===== src/rtl/pipeline_hazard_ctrl.sv =====
// Pipeline advance/stall/flush control: merges split cache hits into one tick,
// tracks in-flight loads across EX and MEM, and freezes permanently on halt.
module pipeline_hazard_ctrl #(
    parameter int REGW = 5,
    parameter int WORD = 32
) (
    input  logic            CLK,
    input  logic            nRST,
    input  logic            ihit,
    input  logic            dhit,
    input  logic            dmem_req,
    input  logic [WORD-1:0] id_instr,
    input  logic            id_uses_rt,
    input  logic            id_is_load,
    input  logic [REGW-1:0] id_dest,
    input  logic            branch_taken,
    input  logic            halt,
    output logic            tick,
    output logic            lw_hazard,
    output logic [1:0]      lw_later_hazard,
    output logic            branching,
    output logic            halted
);

    typedef enum logic [0:0] {ST_RUN = 1'b0, ST_HALT = 1'b1} state_t;

    state_t          state_r;
    state_t          state_nxt_s;
    logic            i_done_r;
    logic            d_done_r;
    logic            ex_vld_r;
    logic [REGW-1:0] ex_reg_r;
    logic            mem_vld_r;
    logic [REGW-1:0] mem_reg_r;
    logic [REGW-1:0] rs_s;
    logic [REGW-1:0] rt_s;
    logic            run_s;
    logic            unused_instr_s;

    assign rs_s           = id_instr[21 +: REGW];
    assign rt_s           = id_instr[16 +: REGW];
    assign unused_instr_s = ^{id_instr[WORD-1:26], id_instr[15:0]};

    // Register 0 is hard-wired, so a tracked load into it never matches.
    function automatic logic reg_hit(input logic vld, input logic [REGW-1:0] trk,
                                     input logic [REGW-1:0] src);
        return vld & (trk != {REGW{1'b0}}) & (src == trk);
    endfunction

    // State register: HALT is left only through reset.
    always_ff @(posedge CLK or negedge nRST) begin
        if (!nRST) begin
            state_r <= ST_RUN;
        end else begin
            state_r <= state_nxt_s;
        end
    end

    // Next-state logic.
    always_comb begin
        state_nxt_s = state_r;
        case (state_r)
            ST_RUN:  state_nxt_s = halt ? ST_HALT : ST_RUN;
            ST_HALT: state_nxt_s = ST_HALT;
            default: state_nxt_s = ST_RUN;
        endcase
    end

    // Outputs; gated with nRST so nothing leaks out while reset is held.
    always_comb begin
        run_s           = (state_r == ST_RUN) & nRST;
        tick            = run_s & (ihit | i_done_r) & (~dmem_req | dhit | d_done_r);
        branching       = run_s & branch_taken;
        lw_hazard       = run_s & ~branch_taken &
                          (reg_hit(ex_vld_r, ex_reg_r, rs_s) |
                           (id_uses_rt & reg_hit(ex_vld_r, ex_reg_r, rt_s)));
        lw_later_hazard = {run_s & id_uses_rt & reg_hit(mem_vld_r, mem_reg_r, rt_s),
                           run_s & reg_hit(mem_vld_r, mem_reg_r, rs_s)};
        halted          = (state_r == ST_HALT);
    end

    // Hit flags hold an early hit until its partner arrives and the pipeline ticks.
    always_ff @(posedge CLK or negedge nRST) begin
        if (!nRST) begin
            i_done_r <= 1'b0;
            d_done_r <= 1'b0;
        end else if (state_r == ST_HALT) begin
            i_done_r <= i_done_r;
            d_done_r <= d_done_r;
        end else if (tick) begin
            i_done_r <= 1'b0;
            d_done_r <= 1'b0;
        end else begin
            i_done_r <= i_done_r | ihit;
            d_done_r <= d_done_r | (dhit & dmem_req);
        end
    end

    // Load tracker advances with the pipeline; bubbles and flushed slots enter invalid.
    always_ff @(posedge CLK or negedge nRST) begin
        if (!nRST) begin
            ex_vld_r  <= 1'b0;
            ex_reg_r  <= {REGW{1'b0}};
            mem_vld_r <= 1'b0;
            mem_reg_r <= {REGW{1'b0}};
        end else if (tick) begin
            ex_vld_r  <= id_is_load & ~lw_hazard & ~branching;
            ex_reg_r  <= id_dest;
            mem_vld_r <= ex_vld_r;
            mem_reg_r <= ex_reg_r;
        end else begin
            ex_vld_r  <= ex_vld_r;
            ex_reg_r  <= ex_reg_r;
            mem_vld_r <= mem_vld_r;
            mem_reg_r <= mem_reg_r;
        end
    end

endmodule


===== config.mk =====
export PLATFORM = sky130hd
export DESIGN_NAME = pipeline_hazard_ctrl
export DESIGN_NICKNAME = d
export VERILOG_FILES = /design/src/rtl/pipeline_hazard_ctrl.sv
export SDC_FILE = /design/constraint.sdc
export NUM_CORES = 1
export LEC_CHECK = 0
export CORE_MARGIN = 1
export CORE_UTILIZATION = 35
export CTS_BUF_LIST = sky130_fd_sc_hd__clkbuf_2 sky130_fd_sc_hd__clkbuf_4 sky130_fd_sc_hd__clkbuf_8
export CTS_CLUSTER_DIAMETER = 200
export CTS_CLUSTER_SIZE = 16
export DETAILED_ROUTE_END_ITERATION = 7
export HOLD_SLACK_MARGIN = 0.06
export PLACE_DENSITY = 0.78
export SYNTH_ARGS = -nofsm -noshare
export SYNTH_HDL_FRONTEND = slang
export SYNTH_SLANG_ARGS = --single-unit

===== constraint.sdc =====
create_clock -name CLK -period 1.3 [get_ports CLK]
set_input_delay 0.13 -clock CLK [delete_from_list [all_inputs] [get_ports CLK]]
set_output_delay 0.13 -clock CLK [all_outputs]
set_load 0.01 [all_outputs]

After elaboration in Yosys (flattened, before gate mapping)
Index checks and enable logic that the tools add are counted.

Add/subtract/negate cells: 0. Multiply operators: 0. Divide/modulo/power cells: 0. Magnitude comparators: 0. Equality and inequality tests: 4. Shift operators: 0. Multiplexer cells: 4. Bitwise gates (word level): 29. Reductions and logical operators: 2.

Operator list (number): $eq 5x5->1 (4); $and 1x1->1 (19); $reduce_bool 5->1 (2); $not 1->1 (5); $or 1x1->1 (5); $mux 1 (3); $pmux 1 s2 (1).

Register bits after elaboration: 15. Bits in latches: 0. Memory bits (writable): 0. Bits in read-only memories: 0. Output and inout bits: 6. Logic and storage cells: 46. Memories kept: 0.

Longest topological paths before layout
Gate-level depths: netlist of run 1.

Depth after elaboration: 9. Mapped depth: 5. Depth with buffers taken out: 5.

Worst setup path before layout of run 1
OpenSTA, ideal clock, no wires.

Kind: flip-flop to flip-flop. From: reg state_r (netlist: halted). To: reg ex_vld_r. Setup time: 0.124 ns. Arrival time: 1.359 ns. Setup slack: -0.183 ns. Cell stages (with the launch flop): 6. Clock period less this slack: 1.483 ns. Cell sequence: dfrtp_1 -> and2b_2 -> o221ai_4 -> inv_6 -> mux2_4 -> o31a_1.

RTL lines: start: declaration (RTL line 27) `state_t state_r;`; start signal: assignment (RTL line 55) `state_r <= state_nxt_s;`; $not 1->1 (RTL line 71) `run_s = (state_r == ST_RUN) & nRST;`; $and 1x1->1 (RTL line 71); $and 1x1->1 (2 in series) (RTL line 72) `tick = run_s & (ihit | i_done_r) & (~dmem_req | dhit | d_done_r);`; named net tick (RTL line 18) `output logic tick,`; end signal: assignment (RTL line 107) `ex_vld_r <= id_is_load & ~lw_hazard & ~branching;`; end signal: assignment (RTL line 112) `ex_vld_r <= ex_vld_r;`; end: declaration (RTL line 31) `logic ex_vld_r;`.

The timed path passes the listed nets, and every way through them passes these cells. A chain may end at the register's enable or synchronous reset.

Final worst setup path of run 1
From: reg mem_reg_r[4]. To: out lw_later_hazard[0].

Word-level cells in the longest chain between the ends: 4.

RTL lines: start: declaration (RTL line 34) `logic [REGW-1:0] mem_reg_r;`; start signal: assignment (RTL line 105) `mem_reg_r <= {REGW{1'b0}};`; start signal: assignment (RTL line 110) `mem_reg_r <= ex_reg_r;`; start signal: assignment (RTL line 115) `mem_reg_r <= mem_reg_r;`; $reduce_bool 5->1 (RTL line 47) `return vld & (trk != {REGW{1'b0}}) & (src == trk);`; $and 1x1->1 (RTL line 47); $and 1x1->1 * (RTL line 47); $and 1x1->1 * (RTL line 78) `run_s & reg_hit(mem_vld_r, mem_reg_r, rs_s)};`; end: declaration (RTL line 20) `output logic [1:0] lw_later_hazard,`.

Mark *: on every way between the ends. The rest lies on a longest branch, timed or not.

==> run metrics, run 1 <==
failing checks setup timing; All-Layer GR Usage 19.5%; slowest cell on the critical path or4_1; CP Cell Sequence or4_1, o211ai_1, buf_4, nor4_2, buf_2; largest net degree at the start of global routing 16; post-route ant nets 0; DRC 0; synth top area cells dfrtp_1 42%, mux2_2 14%, xor2_1 11%; die area 2740 sq um; kind of critical path reg -> out; Post-Syn Instances 75; # diodes 0; sequential area share after synthesis about 42%; hpwl dp around 1.8 mm; initial antenna violation count 0; Final Max Slew Viols 0; Worst-Margin Slew 0.277 ns; final number of hold-violating endpoints 0; Slew HR 81.4%; CP peak stage delay 0.53 ns; Max Cap Viol 0; syn_area_per_cell approximately 12 sq um; top cell type's share of synthesized area 42.4%; number of CTS-inserted buffers 3; pwr/cell area 698 nW/um^2; worst min path class in -> async; RSZ-0062 raised after global routing yes; core footprint around 2300 sq um; Place WS -0.797 ns; Critical Path Fanout Max 2; Via density about 4.8; clock skew 0.00268 ns; share of cells above drive strength 1 45.5%; Yosys top cell by area dfrtp_1; Overflow after GRT 0; Port-buffer cells 29; Iter 0 DRT Violations 1; CTS tree built; Starting Density about two fifths; Tmin final 1.87 ns; hold buffers post-CTS 0; fillers 180; Lkg Pwr 0.719 nW; synthesized cell area 886 sq um; H-tree depth 1; FMAX 535 MHz; final core occ between 60% and 70%; Layout Nets around 180; final period utilization 144%; synthesis-stage register bit count 15; drt pass-1 iters 2; Final setup viols 19; Worst setup EP type output port; Cell Area, Placed 1400 sq um; Synthesized Nets roughly 120; vias 781; Die H ~52 microns; Max Buffers Root-to-Sink 2; row count 17; setup ws final -0.570 ns; clk_lat worst skew 0.27 ns; status finished with violations; clock sink count 15; number of global-route vias before repair between 800 and 900; Crit path required time about 1.2 ns; Total Power 0.00107 W; Final Cell Area 1530 sq um; Layout area overhead 72.6%; I/O pin count 52; Yosys warning count 0; first-pass GRT wire length just under 4 mm; final setup TNS -3.90 ns; crit path DAT about 1.7 ns; Routed wire per std cell between 10 and 15 microns; Die X 52.3 microns; CTS clk-pin slew, worst paths 0.09 ns; routability cong. 0.867; post-synth cell types 26; WL final ~2.4 mm; Root Driver clkbuf_4; Peak VDD IR roughly 0.62 mV; Worst Setup Start Kind register
-- flip-flops by register name, summed over array words and instances, names as in the netlist --
| name | count |
|---|---|
| d_done_r | 1 |
| ex_reg_r | 5 |
| ex_vld_r | 1 |
| halted | 1 |
| i_done_r | 1 |
| mem_reg_r | 5 |
| mem_vld_r | 1 |
-- layout by cell type (no fill, tap or decap), types with 2 or more instances in the layout --
master           Yosys  layout
nor4_2               0       2
dfrtp_1             15      15
nor3_2               0       2
clkdlybuf4s50_1      0      23
nor2_1               4       2
clkbuf_4             0       3
buf_2                0       3
buf_6                0       6
inv_1                2       2
xnor2_1              9       9
buf_4                0      21
mux2_4               1      12
xor2_1              11      11
-- stage by stage --
stage / cells / hold slack (ns)
final: 162 / 0.200
after global routing: 162 / 0.215
after CTS: 162 / 0.194
after detailed placement: 155 / 0.492
after global placement: 155 / 0.476
after floorplan: 75 / -0.166
-- worst max-delay path: cells and delay by family (launching register included) --
family | cells | cell delay (ns)
AND/OR/NAND/NOR | 2 | 0.56
flip-flops | 1 | 0.38
AO/OA/AOI/OAI | 1 | 0.24
buffers and inverters | 2 | 0.29
-- cells in the mapped netlist (all sizes together) --
library cell,n
o2111ai,1
nor2,4
and2b,1
nand4,1
dfrtp,15
o31a,1
or2,1
mux2,12
nor3,2
xnor2,9
a32oi,1
nand2b,1
a31oi,1
xor2,11
nor4,2
nand2,1
and2,1
a21oi,1
nor2b,1
nand3,1
inv,3
o211ai,1
or4,2
o221ai,1
-- power by group --
| group | switching [W] | internal (W) | total, W |
|---|---|---|---|
| Sequential | 0.0000282 | 0.000493 | 0.000521 |
| Clock | 0.000136 | 0.000114 | 0.000250 |
| Combinational | 0.000114 | 0.000183 | 0.000297 |
| Total | 0.000278 | 0.000790 | 0.00107 |
-- metal layers --
| metal | GRT usage [%] | wire (microns) |
|---|---|---|
| met1 | 20.8 | 1020 |
| met2 | 39.0 | 1290 |
| met3 | 2.32 | 84 |
| met4 | 5.26 | 28 |
| met5 | 0 | 0 |
-- logic make-up after synthesis --
logic type / Yosys count / share of synthesized area, %
flops: 15 / 42.4
mux: 12 / 15.7
buf+inv: 3 / 1.84
simple gates: 18 / 12.3
compound gates: 7 / 8.05
xor+xnor: 20 / 19.8
-- timing repair --
action / 4_1_cts / 5_1_grt
resized for setup: 44 / 6
buffers inserted: 3 / 1
pin swaps: 5 / 4
endpoints found under the setup margin: 18 / 19
-- path summary, 6_finish.rpt --
path                                     startpoint                 endpoint  slack [ns]  depth (start not counted)
min in group CLK                               halt         halted$_DFF_PN0_        0.42                          2
max in group asynchronous                      nRST  ex_reg_r[4]$_DFFE_PN0P_        0.93                          2
min                                            nRST     i_done_r$_DFFE_PN0N_        0.20                          2
min reg2reg                   mem_vld_r$_DFFE_PN0P_    mem_vld_r$_DFFE_PN0P_        0.52                          1
max reg2reg                        halted$_DFF_PN0_     ex_vld_r$_DFFE_PN0P_       -0.24                          7
max                        mem_reg_r[4]$_DFFE_PN0P_       lw_later_hazard[0]       -0.57                          5
-- layout make-up --
| type | count | area (sq um) | area share [%] |
|---|---|---|---|
| clock inverters | 1 | 5.00 | 0.327 |
| repair buffers | 55 | 494 | 32.3 |
| well taps | 28 | 35.0 | 2.29 |
| inverters | 3 | 16.3 | 1.06 |
| clock buffers | 3 | 22.5 | 1.47 |
| flip-flops and latches | 15 | 375 | 24.5 |
| multi-input cells | 57 | 581 | 38.0 |
No activity file was read; power rests on OpenSTA's default activity.
==> run 2: changes to the inputs <==
--- a/config.mk
+++ b/config.mk
@@ -7,7 +7,7 @@
 export LEC_CHECK = 0
 export CORE_MARGIN = 1
 export CORE_UTILIZATION = 35
-export CTS_BUF_LIST = sky130_fd_sc_hd__clkbuf_2 sky130_fd_sc_hd__clkbuf_4 sky130_fd_sc_hd__clkbuf_8
+export CTS_BUF_LIST = sky130_fd_sc_hd__clkbuf_4
 export CTS_CLUSTER_DIAMETER = 200
 export CTS_CLUSTER_SIZE = 16
 export DETAILED_ROUTE_END_ITERATION = 7
==> results of run 2 <==
The final DEF is identical to that of run 1; final timing and power are the same.
